[src/rtl/wshb_arb_pkg.sv]
// Shared types and defaults for the two-master Wishbone arbiter.
package wshb_arb_pkg;

    typedef enum logic [1:0] {
        IDLE = 2'd0,
        GNT0 = 2'd1,
        GNT1 = 2'd2
    } arb_state_t;

    localparam int MAX_ACK_DEFAULT = 64;

endpackage

[src/rtl/wshb_arbiter.sv]
// Two-master Wishbone arbiter in front of the SDRAM slave: round-robin on ties,
// ack-quota preemption at transfer boundaries, direct handover between masters.
module wshb_arbiter
    import wshb_arb_pkg::*;
#(
    parameter int MAX_ACK = MAX_ACK_DEFAULT
) (
    input  logic        sys_clk,
    input  logic        sys_rst,

    input  logic        wshb_ifs_0_cyc,
    input  logic        wshb_ifs_0_stb,
    input  logic        wshb_ifs_0_we,
    input  logic [31:0] wshb_ifs_0_adr,
    input  logic [3:0]  wshb_ifs_0_sel,
    input  logic [31:0] wshb_ifs_0_dat_ms,
    input  logic [2:0]  wshb_ifs_0_cti,
    input  logic [1:0]  wshb_ifs_0_bte,
    output logic [31:0] wshb_ifs_0_dat_sm,
    output logic        wshb_ifs_0_ack,
    output logic        wshb_ifs_0_err,
    output logic        wshb_ifs_0_rty,

    input  logic        wshb_ifs_1_cyc,
    input  logic        wshb_ifs_1_stb,
    input  logic        wshb_ifs_1_we,
    input  logic [31:0] wshb_ifs_1_adr,
    input  logic [3:0]  wshb_ifs_1_sel,
    input  logic [31:0] wshb_ifs_1_dat_ms,
    input  logic [2:0]  wshb_ifs_1_cti,
    input  logic [1:0]  wshb_ifs_1_bte,
    output logic [31:0] wshb_ifs_1_dat_sm,
    output logic        wshb_ifs_1_ack,
    output logic        wshb_ifs_1_err,
    output logic        wshb_ifs_1_rty,

    output logic        wshb_ifm_cyc,
    output logic        wshb_ifm_stb,
    output logic        wshb_ifm_we,
    output logic [31:0] wshb_ifm_adr,
    output logic [3:0]  wshb_ifm_sel,
    output logic [31:0] wshb_ifm_dat_ms,
    output logic [2:0]  wshb_ifm_cti,
    output logic [1:0]  wshb_ifm_bte,
    input  logic [31:0] wshb_ifm_dat_sm,
    input  logic        wshb_ifm_ack,
    input  logic        wshb_ifm_err,
    input  logic        wshb_ifm_rty,

    output logic [1:0]  grant_o
);

    localparam int CW = $clog2(MAX_ACK + 1);
    localparam logic [CW-1:0] ACK_LIMIT = CW'(MAX_ACK);

    arb_state_t    state, state_next;
    logic          last_served;
    logic [CW-1:0] ack_cnt, ack_cnt_inc;
    logic          term, quota_done;

    always_comb begin
        term        = wshb_ifm_ack | wshb_ifm_err | wshb_ifm_rty;
        ack_cnt_inc = (wshb_ifm_ack && (ack_cnt != ACK_LIMIT)) ? ack_cnt + 1'b1 : ack_cnt;
        // quota is judged on the count including this cycle's ack, and only at a boundary
        quota_done  = term && (ack_cnt_inc == ACK_LIMIT);
    end

    always_comb begin
        state_next = state;
        case (state)
            IDLE: begin
                if (wshb_ifs_0_cyc && wshb_ifs_1_cyc)
                    state_next = last_served ? GNT0 : GNT1;
                else if (wshb_ifs_0_cyc)
                    state_next = GNT0;
                else if (wshb_ifs_1_cyc)
                    state_next = GNT1;
            end
            GNT0: begin
                if (!wshb_ifs_0_cyc)
                    state_next = wshb_ifs_1_cyc ? GNT1 : IDLE;
                else if (wshb_ifs_1_cyc && quota_done)
                    state_next = GNT1;
            end
            GNT1: begin
                if (!wshb_ifs_1_cyc)
                    state_next = wshb_ifs_0_cyc ? GNT0 : IDLE;
                else if (wshb_ifs_0_cyc && quota_done)
                    state_next = GNT0;
            end
            default: state_next = IDLE;
        endcase
    end

    always_ff @(posedge sys_clk or posedge sys_rst) begin
        if (sys_rst) begin
            state       <= IDLE;
            ack_cnt     <= '0;
            last_served <= 1'b1;
            grant_o     <= 2'b00;
        end else begin
            state <= state_next;
            if (state_next != state)
                ack_cnt <= '0;
            else if (state != IDLE)
                ack_cnt <= ack_cnt_inc;
            if (state_next == GNT0)
                last_served <= 1'b0;
            else if (state_next == GNT1)
                last_served <= 1'b1;
            grant_o <= {state_next == GNT1, state_next == GNT0};
        end
    end

    always_comb begin
        wshb_ifm_cyc      = 1'b0;
        wshb_ifm_stb      = 1'b0;
        wshb_ifm_we       = 1'b0;
        wshb_ifm_adr      = '0;
        wshb_ifm_sel      = '0;
        wshb_ifm_dat_ms   = '0;
        wshb_ifm_cti      = '0;
        wshb_ifm_bte      = '0;
        wshb_ifs_0_dat_sm = '0;
        wshb_ifs_0_ack    = 1'b0;
        wshb_ifs_0_err    = 1'b0;
        wshb_ifs_0_rty    = 1'b0;
        wshb_ifs_1_dat_sm = '0;
        wshb_ifs_1_ack    = 1'b0;
        wshb_ifs_1_err    = 1'b0;
        wshb_ifs_1_rty    = 1'b0;
        case (state)
            GNT0: begin
                wshb_ifm_cyc      = wshb_ifs_0_cyc;
                wshb_ifm_stb      = wshb_ifs_0_stb;
                wshb_ifm_we       = wshb_ifs_0_we;
                wshb_ifm_adr      = wshb_ifs_0_adr;
                wshb_ifm_sel      = wshb_ifs_0_sel;
                wshb_ifm_dat_ms   = wshb_ifs_0_dat_ms;
                wshb_ifm_cti      = wshb_ifs_0_cti;
                wshb_ifm_bte      = wshb_ifs_0_bte;
                wshb_ifs_0_dat_sm = wshb_ifm_dat_sm;
                wshb_ifs_0_ack    = wshb_ifm_ack;
                wshb_ifs_0_err    = wshb_ifm_err;
                wshb_ifs_0_rty    = wshb_ifm_rty;
            end
            GNT1: begin
                wshb_ifm_cyc      = wshb_ifs_1_cyc;
                wshb_ifm_stb      = wshb_ifs_1_stb;
                wshb_ifm_we       = wshb_ifs_1_we;
                wshb_ifm_adr      = wshb_ifs_1_adr;
                wshb_ifm_sel      = wshb_ifs_1_sel;
                wshb_ifm_dat_ms   = wshb_ifs_1_dat_ms;
                wshb_ifm_cti      = wshb_ifs_1_cti;
                wshb_ifm_bte      = wshb_ifs_1_bte;
                wshb_ifs_1_dat_sm = wshb_ifm_dat_sm;
                wshb_ifs_1_ack    = wshb_ifm_ack;
                wshb_ifs_1_err    = wshb_ifm_err;
                wshb_ifs_1_rty    = wshb_ifm_rty;
            end
            default: ;
        endcase
    end

endmodule

[config.mk]
export PLATFORM = sky130hd
export DESIGN_NAME = wshb_arbiter
export DESIGN_NICKNAME = d
export VERILOG_FILES = /design/src/rtl/wshb_arb_pkg.sv /design/src/rtl/wshb_arbiter.sv
export SDC_FILE = /design/constraint.sdc
export NUM_CORES = 1
export LEC_CHECK = 0
export BUFFER_PORTS_ARGS = -buffer_cell sky130_fd_sc_hd__buf_2
export CORE_AREA = 2 2 130 132
export CTS_CLUSTER_SIZE = 20
export DETAILED_ROUTE_END_ITERATION = 16
export DIE_AREA = 0 0 132 134
export SYNTH_ARGS = -nofsm -noshare
export SYNTH_HDL_FRONTEND = slang
export SYNTH_SLANG_ARGS = --single-unit
export TNS_END_PERCENT = 1
[constraint.sdc]
create_clock -name sys_clk -period 2.6 [get_ports sys_clk]
set_input_delay 0.13 -clock sys_clk [delete_from_list [all_inputs] [get_ports sys_clk]]
set_output_delay 0.13 -clock sys_clk [all_outputs]
set_load 0.1 [all_outputs]
# Word-level counts from Yosys, hierarchy flattened
# Cells that the tools add are included.
# totals
word_cells,55
regBits,12
input_bits,189
output_inout_bits,148
# op_classes
n_reduce_logical,9
muxes,32
add_sub_neg,1
eq_ne,7
bitwise,2
# ops
cell,count
one-hot mux 32 bit (2 select lines),2
2-to-1 mux 32 bit,2
2-to-1 mux 7 bit,3
2-to-1 mux 2 bit,9
2-to-1 mux 1 bit,9
one-hot mux 4 bit (2 select lines),1
"adder 7 x 1 -> 7 bit, second input constant",1
"== test 7 bit, second input constant",1
"inequality test 7 bit, second input constant",1
one-hot mux 1 bit (2 select lines),3
one-hot mux 2 bit (3 select lines),1
one-hot mux 3 bit (2 select lines),1
nonzero test 2 bit,3
logical AND 1 bit,5
"== test 2 x 1 -> 1 bit, second input constant",2
"== test 2 bit, second input constant",2
one-hot mux 2 bit (2 select lines),1
zero test 2 bit,1
inequality test 2 bit,1
OR 1 bit,2

# Logic depth before layout (Yosys ltp)
# depth
ltp_word,12
depth_mapped,11
ltp_nobuf,10

# Worst setup path after synthesis
# No wires, ideal clock.
# synth_timing
path_kind,register to output
from,reg state[1]
to,out wshb_ifm_cyc
arrival_time_ns,3.486
n_path_buf,2
required_time_ns,2.470
slack_ns,-1.016
path_stages_with_launch,6
cell_sequence,dfrtp_1 > clkbuf_1 > inv_1 > ha_1 > clkbuf_1 > a21boi_0
# synth_between
elab_chain_cells,2
elab_cells_between_ends,3
classes_between,2 x eq/ne; 1 x mux
# synth_rtl
item,line_no,text
from (decl),wshb_arbiter.sv:56,"arb_state_t state, state_next;"
from (signal assigned),wshb_arbiter.sv:102,state <= state_next;
== test 2 bit / == test 2 x 1 -> 1 bit (equally long branches),wshb_arbiter.sv:132,case (state)
one-hot mux 1 bit (2 select lines) *,wshb_arbiter.sv:132,
to (decl),wshb_arbiter.sv:37,"output logic wshb_ifm_cyc,"
# Every way passes the cells marked *; elsewhere a longest branch is shown, timed or not.

# Worst setup path after layout
# layout_timing
from,reg ack_cnt[0]
to,reg last_served
# layout_between
elab_chain_cells,11
elab_cells_between_ends,17
classes_between,1 x add/sub; 4 x eq/ne; 7 x mux; 5 x reduce/logical
# layout_rtl
item,line_no,text
from (decl),wshb_arbiter.sv:58,"logic [CW-1:0] ack_cnt, ack_cnt_inc;"
from (signal assigned),wshb_arbiter.sv:106,ack_cnt <= ack_cnt_inc;
"parallel branches: the longest is 2 deep, another holds adder 7 x 1 -> 7 bit",--,
2-to-1 mux 7 bit *,wshb_arbiter.sv:63,ack_cnt_inc = (wshb_ifm_ack && (ack_cnt != ACK_LIMIT)) ? ack_cnt + 1'b1 : ack_cnt;
== test 7 bit *,wshb_arbiter.sv:65,quota_done = term && (ack_cnt_inc == ACK_LIMIT);
logical AND 1 bit *,wshb_arbiter.sv:65,
"logical AND 1 bit, on equally long branches","wshb_arbiter.sv:88, wshb_arbiter.sv:82",
"2-to-1 mux 2 bit, on equally long branches","wshb_arbiter.sv:88, wshb_arbiter.sv:82",
"2-to-1 mux 2 bit, on equally long branches","wshb_arbiter.sv:86, wshb_arbiter.sv:80",
one-hot mux 2 bit (3 select lines) *,wshb_arbiter.sv:70,case (state)
named net state_next[1],wshb_arbiter.sv:56,
== test 2 x 1 -> 1 bit / == test 2 bit (equally long branches),"wshb_arbiter.sv:107, wshb_arbiter.sv:109",
2-to-1 mux 1 bit / nonzero test 2 bit (equally long branches),--,
to (signal assigned),wshb_arbiter.sv:99,last_served <= 1'b1;
to (signal assigned),wshb_arbiter.sv:108,last_served <= 1'b0;
to (signal assigned),wshb_arbiter.sv:110,last_served <= 1'b1;
to (decl),wshb_arbiter.sv:57,logic last_served;
# Mark *: on every way through the listed nets, which the timed path passes.
# A chain may end at the register's enable or synchronous reset.

==> results.sh <==
export IMPL_fin_nets=903
export IMPL_remaining_drc_errors=0
export IMPL_netlist_cell_type_count=46
export IMPL_ys_flop_type="dfrtp_1"
export IMPL_fin_setup_tns_ps=-11.06
export IMPL_synthAdderAreaFrac_pct=3.742
export IMPL_worstPathMaxFanout=3
export IMPL_relSlewSlack_pct=55.87
export IMPL_syn_nets=582
export IMPL_cts_buffer_depth=2
export IMPL_finClkSkew_ps=2.733
export IMPL_synth_mux_area_share_pct=2.245
export IMPL_antenna_cells=0
export IMPL_initial_core_util_pct=16.42
export IMPL_fill_cells=1657
export IMPL_die_x_um=132
export IMPL_maxCapViolations=0
export IMPL_synth_top_family_by_area="simple AND/OR/NAND/NOR gates"
export IMPL_first_pass_iters=4
export IMPL_yosysWarnings=0
export IMPL_cts_setup_buffers=0
export IMPL_hp_class="primary input to flip-flop"
export IMPL_synth_simple_gate_area_share_pct=44.67
export IMPL_ys_ff_latch=12
export IMPL_critPathCaptureType="flip-flop"
export IMPL_fp_coreArea_um2=16290
export IMPL_period_needed_ps=2611
export IMPL_numCtsBuffers=3
export IMPL_drtIter0Drc=134
export IMPL_cts_root_buf="clkbuf_16"
export IMPL_tightest_slew_ps=659.1
export IMPL_finalHoldViolations=0
export IMPL_fp_dieH_um=134
export IMPL_synth_area_per_cell_um2=6.948
export IMPL_syn_inst=385
export IMPL_post_route_period_util_pct=100.4
export IMPL_worstSetupPathType="flip-flop to flip-flop"
export IMPL_crit_chain="inv_2 > ha_1 > or4b_4 > o21ai_2 > mux2_4 > and3_4 > mux2_2 > a21oi_4 > ha_4 > mux2i_1"
export IMPL_port_buffers=336
export IMPL_regArea_um2=301.5
export IMPL_clk_pin_slew_ps=40
export IMPL_wl_um=12980
export IMPL_synth_seq_area_share_pct=11.27
export IMPL_multi_input_area_um2=2252
export IMPL_synth_edff_count=0
export IMPL_synthTopCellsByArea="a22oi_1, nor2b_1, and2_1"
export IMPL_clk_latency_ps=240
export IMPL_max_stage_delay_ps=460
export IMPL_gp_congestion=0.8651
export IMPL_synth_compound_area_share_pct=29.23
export IMPL_rows=47
export IMPL_vias=4051
export IMPL_worst_slack_ps=-11.06
export IMPL_yosysTopAreaCell="a22oi_1"
export IMPL_drive_gt1_share_pct=53.48
export IMPL_cp_start_kind="flip-flop"
export IMPL_wl_per_cell_um=14.03
export IMPL_antenna_left=0
export IMPL_first_global_vias=3722
export IMPL_synth_top_area_share_pct=21.05
export IMPL_holdWs_ps=333.0
export IMPL_slew_violations=0
export IMPL_grt_pass1_wl_um=19090
export IMPL_cts_sinks=12
export IMPL_dp_cells=920
export IMPL_grt_max_degree=76
export IMPL_slowest_stage="or4b_4"
export IMPL_cp_arrival_ps=2780
export IMPL_dpl_hpwl_um=10930
export IMPL_htreeDepth=1
export IMPL_area_growth_pct=122.2
export IMPL_worstPathRequired_ps=2760
export IMPL_final_cell_count_no_fill=925
export IMPL_grt_overflow=0
export IMPL_async_reset_ff_share_pct=100.0
export IMPL_synthXorXnorAreaFrac_pct=1.637
export IMPL_setup_violations_final=1
export IMPL_max_freq_ghz=0.3830
export IMPL_cts_tree="built"
export IMPL_grt_usage_pct=13.04
export IMPL_violations="negative setup slack"
export IMPL_antenna_found_initial=0
export IMPL_synth_area_um2=2675
export IMPL_rsz0062_at_grt="yes"
export IMPL_drt_vias_per_instance=4.379
export IMPL_io_pins=337
export IMPL_outcome="finished, violations left"
export IMPL_die_area_um2=17690
==> path summary, 6_finish.rpt <==
path	cells past startpoint	endpoint	slack [ps]	startpoint
worst max-delay path	10	last_served$_DFFE_PP1P_	-10	ack_cnt[0]$_DFFE_PP0P_
worst min-delay path	2	state[1]$_DFF_PP0_	330	wshb_ifs_0_cyc
worst max register to register	10	last_served$_DFFE_PP1P_	-10	ack_cnt[0]$_DFFE_PP0P_
worst min register to register	2	last_served$_DFFE_PP1P_	580	last_served$_DFFE_PP1P_
max in group asynchronous	3	last_served$_DFFE_PP1P_	1780	sys_rst
min in group asynchronous	3	ack_cnt[1]$_DFFE_PP0P_	470	sys_rst
==> flip-flops by register name, indices dropped and copies added, names as in the netlist <==
signal	flops
ack_cnt	7
last_served	1
state	2
grant_o	2
==> layer usage <==
metal / GRT usage, % / share of wire, % / vias to the layer above / wire [um]
met5: 0 / 0 / - / 0
met4: 1.087 / 0.13 / 0 / 17
met3: 2.532 / 7.7 / 2 / 998
met2: 23.90 / 50 / 207 / 6526
met1: 16.41 / 42 / 1842 / 5436
li1: - / - / 2000 / -
==> cell families (layout without fill, tap and decap cells) <==
kind of cell / count (synthesis) / in the layout
XOR/XNOR: 5 / 5
buffers and inverters: 49 / 369
multiplexers: 5 / 5
AO/OA/AOI/OAI: 108 / 108
flip-flops: 12 / 12
adder cells (fa/ha/maj): 8 / 8
AND/OR/NAND/NOR: 198 / 198
==> repair_timing <==
item,CTS,global route
gates resized for setup,2,6
pin swaps,0,5
cloned,0,0
hold buffers,1,0
setup endpoints to repair,1,5
hold endpoints to repair,11,0
==> synthesized netlist by cell type (2+ instances only) <==
| cell | n |
|---|---|
| nor2b_1 | 77 |
| a22oi_1 | 75 |
| and2_1 | 71 |
| clkbuf_1 | 31 |
| nand2_1 | 13 |
| dfrtp_1 | 11 |
| inv_1 | 11 |
| a21oi_1 | 10 |
| nor2_1 | 10 |
| ha_1 | 8 |
| nor4_1 | 8 |
| o21ai_0 | 6 |
| buf_1 | 5 |
| nand3_1 | 5 |
| a31oi_1 | 3 |
| nand4_1 | 3 |
| nor3_1 | 3 |
| xnor2_1 | 3 |
| a21boi_0 | 2 |
| mux2i_1 | 2 |
| o211ai_1 | 2 |
| xor2_1 | 2 |
==> worst max-delay path, delay by kind of cell (launching register included) <==
| family | cells | cell delay, ps |
|---|---|---|
| AOI/OAI and AO/OA | 2 | 320 |
| muxes | 3 | 770 |
| DFF | 1 | 380 |
| adders and majority gates | 2 | 360 |
| buffers and inverters | 1 | 60 |
| and+or+nand+nor | 2 | 640 |
==> area by class of cell <==
type / count / area share [%]
Tap cell: 220 / 4.631
Sequential cell: 12 / 5.073
Inverter: 11 / 0.6946
Multi-Input combinational cell: 324 / 37.89
Clock buffer: 4 / 1.494
Timing Repair Buffer: 354 / 50.22
==> layout by cell type (no fill, tap or decap), types with 4 or more instances in the layout <==
cell	n
nand3_1	5
a22oi_1	75
ha_1	4
nand2_1	13
and2_1	71
buf_2	260
a21oi_1	8
buf_4	15
nor2_1	10
nor2b_1	76
nor4_1	8
buf_12	78
dfrtp_1	11
o21ai_0	6
inv_1	9
==> through the flow <==
step / area [um^2] / utilization, % / worst slack (ps)
2_1_floorplan: 2678 / - / -458.9
3_3_place_gp: 5804 / 35.63 / -1.175
3_5_place_dp: 5804 / 35.63 / -27.34
4_1_cts: 5911 / 36.29 / -9.353
5_1_grt: 5944 / 36.49 / -94.53
6_report: 5944 / 36.49 / -11.06
Power is not shown: default switching activity piles up to over one toggle a cycle in this logic, so the estimate is an artifact.
